[src/rtl/dmem_port_arbiter_pkg.sv]
// Shared types and default widths for the data-RAM port arbiter.
// The optional round-robin build is selected with DMEM_ARB_RR_EN.
package dmem_port_arbiter_pkg;

  localparam int DEF_ADDR_W     = 10;
  localparam int DEF_DATA_W     = 32;
  localparam int DEF_STARVE_MAX = 4;

  // Wide enough for the largest supported starvation limit (15).
  localparam int STARVE_CNT_W   = 4;

  typedef enum logic [1:0] {
    ST_NORMAL    = 2'd0,
    ST_LOCK_PEND = 2'd1,
    ST_LOCKED    = 2'd2
  } arb_state_e;

  typedef enum logic [1:0] {
    OWN_NONE = 2'd0,
    OWN_CPU  = 2'd1,
    OWN_UART = 2'd2
  } owner_e;

endpackage

[src/rtl/dmem_port_arbiter_starve_counter.sv]
// Saturating count of consecutive CPU wins while the UART is waiting.
// limit_hit tells the arbiter to hand the next conflict to the UART.
module arb_starve_counter
  import dmem_port_arbiter_pkg::*;
#(
  parameter int STARVE_MAX = DEF_STARVE_MAX
) (
  input  logic clk,
  input  logic reset,
  input  logic inc,
  input  logic clr,
  output logic limit_hit
);

  localparam logic [STARVE_CNT_W-1:0] MAX_C = STARVE_CNT_W'(STARVE_MAX);

  logic [STARVE_CNT_W-1:0] cnt_q, cnt_d;

  // Clear wins over increment; the count parks at the limit until cleared.
  always_comb begin
    cnt_d = cnt_q;
    if (clr) begin
      cnt_d = '0;
    end else if (inc && (cnt_q != MAX_C)) begin
      cnt_d = cnt_q + 1'b1;
    end
  end

  always_ff @(posedge clk or negedge reset) begin
    if (!reset) begin
      cnt_q <= '0;
    end else begin
      cnt_q <= cnt_d;
    end
  end

  assign limit_hit = (cnt_q == MAX_C);

endmodule

[src/rtl/dmem_port_arbiter.sv]
// Shares the single-port data RAM between the CPU MEM stage and the UART loader.
// Build option DMEM_ARB_RR_EN replaces CPU priority + starvation limit with round-robin.
module dmem_port_arbiter
  import dmem_port_arbiter_pkg::*;
#(
  parameter int ADDR_W     = DEF_ADDR_W,
  parameter int DATA_W     = DEF_DATA_W,
  parameter int STARVE_MAX = DEF_STARVE_MAX
) (
  input  logic              clk,
  input  logic              reset,
  input  logic              cpu_req,
  input  logic              cpu_we,
  input  logic [ADDR_W-1:0] cpu_addr,
  input  logic [DATA_W-1:0] cpu_wdata,
  output logic              cpu_gnt,
  output logic              cpu_stall,
  output logic              cpu_rvalid,
  output logic [DATA_W-1:0] cpu_rdata,
  input  logic              uart_req,
  input  logic              uart_we,
  input  logic [ADDR_W-1:0] uart_addr,
  input  logic [DATA_W-1:0] uart_wdata,
  input  logic              uart_lock,
  output logic              uart_locked,
  output logic              uart_gnt,
  output logic              uart_rvalid,
  output logic [DATA_W-1:0] uart_rdata,
  output logic              ram_en,
  output logic              ram_we,
  output logic [ADDR_W-1:0] ram_addr,
  output logic [DATA_W-1:0] ram_wdata,
  input  logic [DATA_W-1:0] ram_rdata,
  output logic [1:0]        dbg_state
);

  // Handshake: a requester raises req with we/addr/wdata and holds all of them
  // stable until the cycle its gnt is 1; that cycle the access goes to the RAM.
  // Read data comes back on the owner's rvalid/rdata exactly one cycle later.

  arb_state_e state_q, state_d;
  owner_e     owner_q, owner_d;
  logic       cpu_gnt_c, uart_gnt_c;
  logic       conflict;
  logic       uart_wins;

  assign conflict = cpu_req & uart_req;

`ifdef DMEM_ARB_RR_EN
  logic last_uart_q, last_uart_d;

  // Remembers who won the last conflict; reset value lets the CPU go first.
  always_comb begin
    last_uart_d = last_uart_q;
    if (conflict && (state_q != ST_LOCKED)) begin
      last_uart_d = uart_gnt_c;
    end
  end

  always_ff @(posedge clk or negedge reset) begin
    if (!reset) begin
      last_uart_q <= 1'b1;
    end else begin
      last_uart_q <= last_uart_d;
    end
  end

  assign uart_wins = ~last_uart_q;
`else
  logic limit_hit;

  arb_starve_counter #(
    .STARVE_MAX(STARVE_MAX)
  ) u_starve (
    .clk      (clk),
    .reset    (reset),
    .inc      (cpu_gnt_c & uart_req),
    .clr      (uart_gnt_c | ~uart_req),
    .limit_hit(limit_hit)
  );

  assign uart_wins = limit_hit;
`endif

  // Grants are held low while reset is asserted so nothing reaches the RAM.
  always_comb begin
    cpu_gnt_c  = 1'b0;
    uart_gnt_c = 1'b0;
    if (reset) begin
      if (state_q == ST_LOCKED) begin
        uart_gnt_c = uart_req;
      end else if (conflict) begin
        uart_gnt_c = uart_wins;
        cpu_gnt_c  = ~uart_wins;
      end else begin
        cpu_gnt_c  = cpu_req;
        uart_gnt_c = uart_req;
      end
    end
  end

  // LOCK_PEND waits for a cycle with no CPU access issued; a CPU read issued
  // earlier returns on the owner tag regardless of state, so it needs no wait.
  always_comb begin
    state_d = state_q;
    case (state_q)
      ST_NORMAL: begin
        if (uart_lock) begin
          state_d = ST_LOCK_PEND;
        end
      end
      ST_LOCK_PEND: begin
        if (!uart_lock) begin
          state_d = ST_NORMAL;
        end else if (!cpu_req) begin
          state_d = ST_LOCKED;
        end
      end
      ST_LOCKED: begin
        if (!uart_lock) begin
          state_d = ST_NORMAL;
        end
      end
      default: state_d = ST_NORMAL;
    endcase
  end

  always_comb begin
    owner_d = OWN_NONE;
    if (cpu_gnt_c && !cpu_we) begin
      owner_d = OWN_CPU;
    end else if (uart_gnt_c && !uart_we) begin
      owner_d = OWN_UART;
    end
  end

  always_ff @(posedge clk or negedge reset) begin
    if (!reset) begin
      state_q <= ST_NORMAL;
      owner_q <= OWN_NONE;
    end else begin
      state_q <= state_d;
      owner_q <= owner_d;
    end
  end

  always_comb begin
    ram_we    = 1'b0;
    ram_addr  = '0;
    ram_wdata = '0;
    if (cpu_gnt_c) begin
      ram_we    = cpu_we;
      ram_addr  = cpu_addr;
      ram_wdata = cpu_wdata;
    end else if (uart_gnt_c) begin
      ram_we    = uart_we;
      ram_addr  = uart_addr;
      ram_wdata = uart_wdata;
    end
  end

  assign ram_en      = cpu_gnt_c | uart_gnt_c;
  assign cpu_gnt     = cpu_gnt_c;
  assign uart_gnt    = uart_gnt_c;
  assign cpu_stall   = cpu_req & ~cpu_gnt_c;

  assign cpu_rvalid  = (owner_q == OWN_CPU);
  assign uart_rvalid = (owner_q == OWN_UART);
  assign cpu_rdata   = cpu_rvalid  ? ram_rdata : '0;
  assign uart_rdata  = uart_rvalid ? ram_rdata : '0;

  assign uart_locked = (state_q == ST_LOCKED);
  assign dbg_state   = state_q;

endmodule

[config.mk]
export PLATFORM = sky130hd
export DESIGN_NAME = dmem_port_arbiter
export DESIGN_NICKNAME = d
export VERILOG_FILES = /design/src/rtl/dmem_port_arbiter_pkg.sv /design/src/rtl/dmem_port_arbiter_starve_counter.sv /design/src/rtl/dmem_port_arbiter.sv
export SDC_FILE = /design/constraint.sdc
export NUM_CORES = 1
export LEC_CHECK = 0
export ABC_CLOCK_PERIOD_IN_PS = 2460
export BUFFER_PORTS_ARGS = -buffer_cell sky130_fd_sc_hd__buf_2
export CAP_MARGIN = 25
export CORE_AREA = 2 2 92 94
export DETAILED_ROUTE_END_ITERATION = 10
export DIE_AREA = 0 0 94 96
export GPL_TIMING_DRIVEN = 0
export MAX_ROUTING_LAYER = met4
export PLACE_DENSITY = 0.62
export SLEW_MARGIN = 40
export SYNTH_ARGS = -nofsm -noshare
export SYNTH_HDL_FRONTEND = slang
export SYNTH_SLANG_ARGS = --single-unit
[constraint.sdc]
create_clock -name clk -period 2.46 [get_ports clk]
set_clock_uncertainty 0.05 [all_clocks]
set_input_delay 0.123 -clock clk [delete_from_list [all_inputs] [get_ports clk]]
set_output_delay 0.123 -clock clk [all_outputs]
set_load 0.01 [all_outputs]
==> results.json <==
{
  "syn_to_final_growth_pct": 84.7,
  "rows": 33,
  "leakagePower_nw": 1.83,
  "synth_cells": 265,
  "r2r_start": "u_starve.cnt_q[0]",
  "clock_tree.buffer_depth": 2,
  "syn_area_per_cell_um2": 6.12,
  "cp.arrival_ns": 2.08,
  "mappedNetlistArea_um2": 1620,
  "max_cap_violations": 0,
  "powerDensity_nw_per_um2": 243,
  "root_buffer": "clkbuf_8",
  "drive_above_1_share_pct": 50.5,
  "use_met1_pct": 18.2,
  "drc": 0,
  "cts_tree": "yes",
  "vias_per_cell": 4.49,
  "dieArea_um2": 9020,
  "use_met2_pct": 30.8,
  "dieHeight_um": 96,
  "syn_nets": 390,
  "yosysSeqAreaShare_pct": 12.3,
  "hold_start": "uart_we",
  "io_pins": 239,
  "period_needed_ns": 2.26,
  "crit_required_ns": 2.29,
  "dr.pass1.iters": 4,
  "clk_latency_ns": 0.23,
  "track_usage_pct": 16.2,
  "totalPowerFinal_uw": 727,
  "top_usage_layer": "met2",
  "cts_max_level": 1,
  "worst_setup_path_start_kind": "register",
  "gp_congestion": 0.771,
  "coreArea_um2": 8050,
  "clkTransAtPathRegs_ns": 0.04,
  "clock-sinks": 8,
  "slew_headroom_pct": 53.5,
  "tightest_slew_ns": 0.695,
  "wl_mm": 8.13,
  "setup_violations": 0,
  "port_buffers": 238,
  "antenna_found_initial": 0,
  "routed-via-count": 2748,
  "placedCellCount": 608,
  "ys_warn_count": 0,
  "nets": 634,
  "hp-class": "primary input to register",
  "crit_fanout": 9,
  "cts-buffers-inserted": 3,
  "rrSetupSlack_ns": 0.64,
  "drtAntennaViolNets": 0,
  "slew_violations": 0,
  "final_cells": 612,
  "cp-end-kind": "output port",
  "maxClockFrequency_ghz": 0.443,
  "status": "finished clean",
  "rsz0062_at_grt": "false",
  "grt_max_degree": 11,
  "tns_ns": 0,
  "synth_cell_type_count": 28,
  "synthArstFlopShare_pct": 100,
  "initial_core_util_pct": 20.2,
  "use_met3_pct": 2.43,
  "ys_ff_latch": 8,
  "dp_hpwl_mm": 6.89,
  "min_period_over_period_pct": 91.7,
  "n_antenna_cell": 0,
  "synth_edf_count": 0,
  "grt_pass1_vias": 2406,
  "grt_pass1_wl_mm": 11.4,
  "vdd_drop_max_mv": 0.102,
  "grt-ovfl-total": 0,
  "stdcell_area_um2": 3000,
  "die_x_um": 94,
  "wl_per_cell_um": 13.3,
  "drt-initial-drc-count": 60,
  "hold_viol_final": 0,
  "synth_ff_type": "dfrtp_1",
  "cts_setup_buffers": 0,
  "placed_area_um2": 2950,
  "critPathKind": "register to output port",
  "critPathLaunch": "u_starve.cnt_q[0]"
}
final timing paths:
kind,to,cells past startpoint
min in group asynchronous,u_starve.cnt_q[0],2
max in group asynchronous,owner_q[0],2
setup / recovery,cpu_stall,7
setup reg to reg,owner_q[1],7
hold / removal,owner_q[1],2
hold reg to reg,dbg_state[0],1
Yosys cell counts, types with 2 or more instances:
master	number	area [um^2]
clkbuf_1	14	52.6
nor2_1	5	18.8
and2_1	64	400
o21a_1	3	22.5
dfrtp_1	8	200
o22ai_1	43	269
nand2_1	89	334
nor3_1	3	15.0
buf_6	7	78.8
inv_1	4	15.0
ha_1	2	25.0
nor2b_1	5	31.3
buf_2	2	10.0
nand3_1	2	10.0
timing repair:
item	CTS	global route
endpoints found under the setup margin	0	0
gates resized for setup	0	0
hold buffers	1	0
hold endpoints to repair	8	0
area by class of cell:
cell class,instances,area [um^2]
inverters,5,18.8
multi-input cells,228,1250
flip-flops and latches,8,200
plain buffers,24,155
repair buffers,239,1200
clock buffers,3,41.3
fillers,945,5050
well taps,105,131
registers in the layout, summed over array words and instances, names as in the netlist:
name / count
u_starve.cnt_q: 4
dbg_state: 2
owner_q: 2
power by group:
group | switching, mW | internal (mW)
Clock | 0.0514 | 0.106
Combinational | 0.226 | 0.202
Sequential | 0.00376 | 0.137
Total | 0.282 | 0.446
layer usage:
metal / vias to the layer above / routed length (um)
li1: 1366 / -
met1: 1228 / 3110
met2: 150 / 4320
met3: 4 / 657
met4: 0 / 45
met5: - / 0
placed cells by master (no fill, tap or decap):
cell type	Yosys	final
o21a_1	3	3
o22ai_1	43	43
mux2_2	1	1
o311ai_4	1	1
nand2_1	89	89
o2bb2ai_1	1	1
dlygate4sd3_1	0	1
a21oi_1	1	1
a21boi_0	1	1
and2_1	64	64
o211ai_4	1	1
nor3_1	3	3
buf_6	7	7
a2bb2oi_1	1	1
nor2_1	5	5
clkbuf_8	1	4
clkbuf_1	14	14
nand3_1	2	2
nand2_2	1	1
and2_2	1	1
nor4_1	1	1
nand2b_1	1	1
buf_2	2	240
nor2b_1	5	5
clkinv_1	1	1
nor3b_1	1	1
inv_1	4	4
dfrtp_1	8	8
ha_1	2	2
metrics by stage:
| step | setup slack [ns] | hold WS [ns] | utilization (%) |
|---|---|---|---|
| 6_report | 0.204 | 0.0258 | 37.2 |
| 5_1_grt | 0.0504 | 0.0332 | 37.2 |
| 4_1_cts | 0.156 | 0.0323 | 37.2 |
| 3_5_place_dp | 0.406 | -0.0579 | 36.6 |
| 3_3_place_gp | 0.424 | -0.0621 | 36.6 |
| 2_1_floorplan | 0.775 | -0.223 | - |
cells by family (layout without fill, tap and decap cells):
kind of cell	after synthesis	after routing	share of synthesized area, %
AOI/OAI and AO/OA	52	52	22.7
adders and majority gates	2	2	1.54
buffers and inverters	29	271	10.7
DFF	8	8	12.3
muxes	1	1	0.694
and+or+nand+nor	173	173	52.0
worst max-delay path: stages, from the launching register on:
cell	delay, ns
dfrtp_1	0.41
inv_1	0.09
ha_1	0.14
nand2_1	0.12
o311ai_4	0.62
nor2_1	0.18
nor2b_1	0.16
buf_2	0.14
Note: power is estimated with default switching activity, not from simulation.
